<file path="config.mk">
export PLATFORM = sky130hd
export DESIGN_NAME = switch_voq_islip_scheduler_flat
export DESIGN_NICKNAME = d
export VERILOG_FILES = /design/src/rtl/switch_voq_islip_scheduler_if.sv /design/src/rtl/switch_voq_islip_scheduler.sv /design/src/flat_wrapper.sv
export SDC_FILE = /design/constraint.sdc
export NUM_CORES = 1
export LEC_CHECK = 0
export BUFFER_PORTS_ARGS = -buffer_cell sky130_fd_sc_hd__buf_2
export CAP_MARGIN = 20
export CORE_MARGIN = 3
export CORE_UTILIZATION = 28
export CTS_CLUSTER_DIAMETER = 60
export DETAILED_ROUTE_END_ITERATION = 12
export PLACE_DENSITY = 0.44
export SLEW_MARGIN = 15
export SYNTH_ARGS = -nofsm -noshare
export SYNTH_HDL_FRONTEND = slang
export SYNTH_SLANG_ARGS = --single-unit
</file>
<file path="constraint.sdc">
create_clock -name clk -period 4.52 [get_ports clk]
set_input_delay 0.226 -clock clk [delete_from_list [all_inputs] [get_ports clk]]
set_output_delay 0.226 -clock clk [all_outputs]
set_load 0.01 [all_outputs]
</file>
<file path="src/rtl/switch_voq_islip_scheduler_if.sv">
// switch_voq_islip_scheduler_if: VOQ request / match bundle; SWITCH_SCHED_STATS_EN adds counters
interface switch_voq_islip_scheduler_if #(
  parameter int RADIX = 4,
  parameter int SEL_WIDTH = (RADIX > 1) ? $clog2(RADIX) : 1
);
  logic enable;
  logic [RADIX*RADIX-1:0] voq_req;
  logic [RADIX-1:0] pkt_done;
  logic [RADIX*RADIX-1:0] grant;
  logic [RADIX*SEL_WIDTH-1:0] out_sel;
  logic [RADIX-1:0] out_sel_valid;
`ifdef SWITCH_SCHED_STATS_EN
  logic [31:0] match_count;
  logic [31:0] conflict_count;
  modport master (output enable, voq_req, pkt_done, input grant, out_sel, out_sel_valid, match_count, conflict_count);
  modport slave (input enable, voq_req, pkt_done, output grant, out_sel, out_sel_valid, match_count, conflict_count);
`else
  modport master (output enable, voq_req, pkt_done, input grant, out_sel, out_sel_valid);
  modport slave (input enable, voq_req, pkt_done, output grant, out_sel, out_sel_valid);
`endif
endinterface

</file>
<file path="src/rtl/switch_voq_islip_scheduler.sv">
// switch_voq_islip_scheduler: single-iteration iSLIP VOQ matcher with per-output locks; SWITCH_SCHED_STATS_EN adds counters
module switch_voq_islip_scheduler #(
  parameter int RADIX = 4,
  parameter int SEL_WIDTH = (RADIX > 1) ? $clog2(RADIX) : 1
) (
  input logic clk,
  input logic rst,
  switch_voq_islip_scheduler_if.slave bus
);
  logic [RADIX*RADIX-1:0] grant_q;
  logic [RADIX*SEL_WIDTH-1:0] sel_q;
  logic [RADIX-1:0] valid_q;
  logic [SEL_WIDTH-1:0] gptr [RADIX];
  logic [SEL_WIDTH-1:0] aptr [RADIX];
  logic [RADIX-1:0] busy;
  logic [RADIX-1:0] gnt [RADIX];
  logic [RADIX-1:0] acc [RADIX];
  assign bus.grant = grant_q;
  assign bus.out_sel = sel_q;
  assign bus.out_sel_valid = valid_q;
  // an input is busy while any output row holds it
  always_comb begin
    busy = '0;
    for (int o = 0; o < RADIX; o++) busy = busy | grant_q[o*RADIX +: RADIX];
  end
  // request/grant from gptr over free ports, then accept from aptr
  always_comb begin
    int k;
    logic f;
    for (int o = 0; o < RADIX; o++) begin
      gnt[o] = '0;
      acc[o] = '0;
    end
    for (int o = 0; o < RADIX; o++) begin
      f = 1'b0;
      for (int n = 0; n < RADIX; n++) begin
        k = int'(gptr[o]) + n;
        k = (k >= RADIX) ? k - RADIX : k;
        if (!f && bus.enable && !valid_q[o] && !busy[k] && bus.voq_req[o*RADIX+k]) begin
          f = 1'b1;
          gnt[o][k] = 1'b1;
        end
      end
    end
    for (int i = 0; i < RADIX; i++) begin
      f = 1'b0;
      for (int n = 0; n < RADIX; n++) begin
        k = int'(aptr[i]) + n;
        k = (k >= RADIX) ? k - RADIX : k;
        if (!f && gnt[k][i]) begin
          f = 1'b1;
          acc[k][i] = 1'b1;
        end
      end
    end
  end
  // release on pkt_done wins over matching; pointers move only on accept
  always_ff @(posedge clk or posedge rst) begin
    if (rst) begin
      grant_q <= '0;
      sel_q <= '0;
      valid_q <= '0;
      for (int n = 0; n < RADIX; n++) begin
        gptr[n] <= '0;
        aptr[n] <= '0;
      end
    end else begin
      for (int o = 0; o < RADIX; o++) begin
        if (valid_q[o] && bus.pkt_done[o]) begin
          valid_q[o] <= 1'b0;
          grant_q[o*RADIX +: RADIX] <= '0;
        end else if (|acc[o]) begin
          valid_q[o] <= 1'b1;
          grant_q[o*RADIX +: RADIX] <= acc[o];
        end
        for (int i = 0; i < RADIX; i++) begin
          if (acc[o][i]) begin
            sel_q[o*SEL_WIDTH +: SEL_WIDTH] <= SEL_WIDTH'(i);
            gptr[o] <= (i == RADIX-1) ? '0 : SEL_WIDTH'(i+1);
            aptr[i] <= (o == RADIX-1) ? '0 : SEL_WIDTH'(o+1);
          end
        end
      end
    end
  end
`ifdef SWITCH_SCHED_STATS_EN
  logic [31:0] n_acc, n_gnt;
  logic [32:0] m_sum, c_sum;
  // per-cycle accepted pairs and grants that lost at the input
  always_comb begin
    n_acc = '0;
    n_gnt = '0;
    for (int o = 0; o < RADIX; o++) begin
      n_acc = n_acc + 32'($countones(acc[o]));
      n_gnt = n_gnt + 32'($countones(gnt[o]));
    end
    m_sum = {1'b0, bus.match_count} + {1'b0, n_acc};
    c_sum = {1'b0, bus.conflict_count} + {1'b0, n_gnt - n_acc};
  end
  // saturating statistics counters
  always_ff @(posedge clk or posedge rst) begin
    if (rst) begin
      bus.match_count <= '0;
      bus.conflict_count <= '0;
    end else begin
      bus.match_count <= m_sum[32] ? '1 : m_sum[31:0];
      bus.conflict_count <= c_sum[32] ? '1 : c_sum[31:0];
    end
  end
`endif
endmodule

</file>
<file path="src/flat_wrapper.sv">
// flat-port wrapper written by rule: the top's interface ports become plain ports
module switch_voq_islip_scheduler_flat 
#(
  parameter int RADIX = 4,
  parameter int SEL_WIDTH = (RADIX > 1) ? $clog2(RADIX) : 1
)
  (clk, rst, bus_enable, bus_voq_req, bus_pkt_done, bus_grant, bus_out_sel, bus_out_sel_valid);
  switch_voq_islip_scheduler_if #(.RADIX(RADIX), .SEL_WIDTH(SEL_WIDTH)) bus_i ();
  input logic clk;
  input logic rst;
  input wire logic [$bits(bus_i.enable)-1:0] bus_enable;
  input wire logic [$bits(bus_i.voq_req)-1:0] bus_voq_req;
  input wire logic [$bits(bus_i.pkt_done)-1:0] bus_pkt_done;
  output wire logic [$bits(bus_i.grant)-1:0] bus_grant;
  output wire logic [$bits(bus_i.out_sel)-1:0] bus_out_sel;
  output wire logic [$bits(bus_i.out_sel_valid)-1:0] bus_out_sel_valid;
  assign bus_i.enable = bus_enable;
  assign bus_i.voq_req = bus_voq_req;
  assign bus_i.pkt_done = bus_pkt_done;
  assign bus_grant = bus_i.grant;
  assign bus_out_sel = bus_i.out_sel;
  assign bus_out_sel_valid = bus_i.out_sel_valid;
  switch_voq_islip_scheduler #(.RADIX(RADIX), .SEL_WIDTH(SEL_WIDTH)) u_core (.clk(clk), .rst(rst), .bus(bus_i));
endmodule
</file>
==> results.json <==
{
  "cts_buffers": 5,
  "postSynthCellCount": 696,
  "start_util_pct": 28.6,
  "cp_data_arrival_time_ns": 4.50,
  "syn_area_per_cell_um2": 8.68,
  "setup-tns-final_ns": 0,
  "synth_edf_count": 0,
  "power.total_mw": 6.87,
  "cts_tree": "built",
  "hp-start": "bus_pkt_done[3]",
  "layout_worst_path_cycle_share_pct": 95.9,
  "dr_total_vias": 6391,
  "ys_ff_latch": 44,
  "area_growth_pct": 20.8,
  "core_area_um2": 21100,
  "hpwl_um": 17900,
  "p_leak_nw": 3.19,
  "diodes": 0,
  "yosysWarnings": 0,
  "fp.dieH_um": 153,
  "clock.fmax_mhz": 231,
  "final_util_pct": 34.6,
  "wire_per_inst_um": 20.7,
  "crit_path_frequent_cell": "buf_4",
  "crit_required_ns": 4.69,
  "cpMaxStageDelayCell": "or4_1",
  "whs_ns": 0.151,
  "path_cells": "or4_1, buf_4, o221ai_1, a21bo_2, nor2_1, and2_1, a211o_1, a221oi_2, buf_4, and3b_1, a311oi_2, buf_4, nand2_1, a221o_1",
  "overflow": 0,
  "vias_per_cell": 5.91,
  "ir_worst_vdd_uv": 337,
  "regToRegEndpoint": "u_core.bus.out_sel[0]",
  "clk_pin_slew_ns": 0.06,
  "min-delay-path-class": "in -> reg",
  "crit_path_end_kind": "register",
  "dieArea_um2": 23400,
  "grt_pass1_wl_um": 34700,
  "maxSlewViolCount": 0,
  "synth_top_area_cell": "dfrtp_1",
  "io_buffer_count": 50,
  "yosysMostFrequentCell": "nand2_1",
  "clock_sinks": 44,
  "dp_cells": 1065,
  "cp-start-kind": "register",
  "status": "completed",
  "wl_um": 22300,
  "finalClockSkew_ns": 0.00552,
  "r2r_cells": 14,
  "grt_max_degree": 45,
  "maxCapViolations": 0,
  "hold_violations": 0,
  "clkLatencyLatePin_ns": 0.29,
  "max_stage_delay_ns": 0.67,
  "drive_above_1_share_pct": 25.2,
  "seq_area_um2": 1100,
  "synth_top_area_share_pct": 18.2,
  "grt_use_total_pct": 18.2,
  "power_density_nw_per_um2": 941,
  "synthTopCellsByCount": "66 x nand2_1, 58 x ha_1, 44 x dfrtp_1",
  "seq_area_frac_synth_pct": 18.2,
  "slew_headroom_pct": 55.4,
  "fillers": 2186,
  "yosys-top-cells-area": "dfrtp_1 18%, ha_1 12%, mux2i_1 4.5%",
  "period_needed_ns": 4.33,
  "critPathMaxFanout": 6,
  "drtIter0Drc": 546,
  "fp-row-count": 53,
  "ctsLongestPathBuffers": 2,
  "ant_nets": 0,
  "gp_congestion": 0.872,
  "synthFlopType": "dfrtp_1",
  "worstHoldEndpoint": "u_core.bus.out_sel_valid[3]",
  "dr.pass1.iters": 5,
  "ctsRootBufferMaster": "clkbuf_16",
  "multiInputGateArea_um2": 4710,
  "ys_async_sr_fraction_pct": 100,
  "worst_slew_pin_slew_ns": 0.669,
  "worst_r2r_startpoint": "u_core.bus.grant[12]",
  "instances_no_fill": 1081,
  "worstSetupPathType": "reg -> reg",
  "die_w_um": 153,
  "antenna_found_initial": 0,
  "htreeDepth": 2,
  "final_nets": 886,
  "grt_pass1_vias": 6185,
  "drc": 0,
  "r2r_slack_ns": 0.19,
  "setup-violations-final": 0,
  "syn_area_um2": 6040,
  "num_io_pins": 51,
  "yosys.cell_types.count": 92,
  "hold_depth": 2,
  "postSynthNetCount": 777
}
[cell families after synthesis]
group                    Yosys count  synth area share, %
AND/OR/NAND/NOR                  248                 22.7
AO/OA/AOI/OAI                    241                 33.1
buffers and inverters             63                 4.62
adder cells (fa/ha/maj)           58                 12.0
flip-flops                        44                 18.2
multiplexers                      42                 9.32
[through the flow]
stage	area [um2]	setup slack, ns
after floorplan	6040	0.00680
after global placement	7010	0.156
after detailed placement	7010	0.0744
after CTS	7170	0.0205
after global routing	7300	-0.00474
final	7300	0.188
[area by class of cell]
cell class	count	area share [%]
Clock buffer	6	1.90
Multi-Input combinational cell	589	64.6
Timing Repair Buffer	126	11.5
Clock inverter	2	0.206
Tap cell	275	4.72
Inverter	39	2.02
Sequential cell	44	15.1
[flip-flops by register name, summed over array words and instances, names as in the netlist]
register	cells
u_core.bus.grant	16
u_core.aptr	8
u_core.bus.out_sel	8
u_core.gptr	8
u_core.bus.out_sel_valid	4
[cells in the final DEF, fill, tap and decap left out, drive strengths merged, types with 12 or more instances in the layout]
| cell type | synthesis | final |
|---|---|---|
| a21oi | 15 | 15 |
| a32oi | 12 | 12 |
| nand2 | 66 | 66 |
| buf | 8 | 125 |
| o211ai | 15 | 15 |
| nand3 | 26 | 26 |
| and2 | 24 | 24 |
| a211oi | 16 | 16 |
| nor2b | 14 | 14 |
| mux2i | 27 | 27 |
| inv | 37 | 37 |
| and3 | 13 | 13 |
| o21ai | 22 | 22 |
| a221oi | 19 | 19 |
| o22ai | 12 | 12 |
| ha | 58 | 58 |
| dfrtp | 44 | 44 |
| a221o | 12 | 12 |
| nor2 | 29 | 29 |
| nor4 | 12 | 12 |
| nand2b | 12 | 12 |
[power by group]
part           switching, mW  internal [mW]  leakage, nW
registers              0.278          0.610        0.537
logic                   3.23           2.37         2.58
clock network          0.158          0.220       0.0691
[worst max path at each step]
stage / startpoint / to / slack, ns / cells after the start
final: u_core.bus.grant[12] / u_core.bus.out_sel[0] / 0.19 / 14
after detailed placement: u_core.gptr[5] / u_core.bus.out_sel[0] / 0.07 / 18
after CTS: u_core.gptr[5] / u_core.bus.out_sel[0] / 0.02 / 18
after global routing: u_core.gptr[6] / u_core.bus.out_sel_valid[2] / -0.005 / 13
after global placement: u_core.gptr[5] / u_core.bus.out_sel[0] / 0.16 / 18
after floorplan: u_core.gptr[4] / u_core.bus.out_sel_valid[2] / 0.007 / 17
[metal layers]
layer	wire (um)	GRT usage [%]
met4	561	5.56
met5	0	0
met3	1310	2.58
met1	10700	25.9
met2	9800	28.7
[repair_timing]
item / 4_1_cts / 5_1_grt
endpoints found under the hold margin: 0 / 13
endpoints found under the setup margin: 0 / 39
resized for setup: 0 / 14
buffers inserted: 0 / 6
hold buffers: 0 / 1
[worst max-delay path, delay by kind of cell (launching register included)]
| kind | cells | cell delay [ns] |
|---|---|---|
| AO/OA/AOI/OAI | 6 | 1.88 |
| buffers and inverters | 3 | 0.59 |
| flip-flops | 1 | 0.47 |
| AND/OR/NAND/NOR | 5 | 1.26 |
Note: power is estimated with default switching activity, not from simulation.
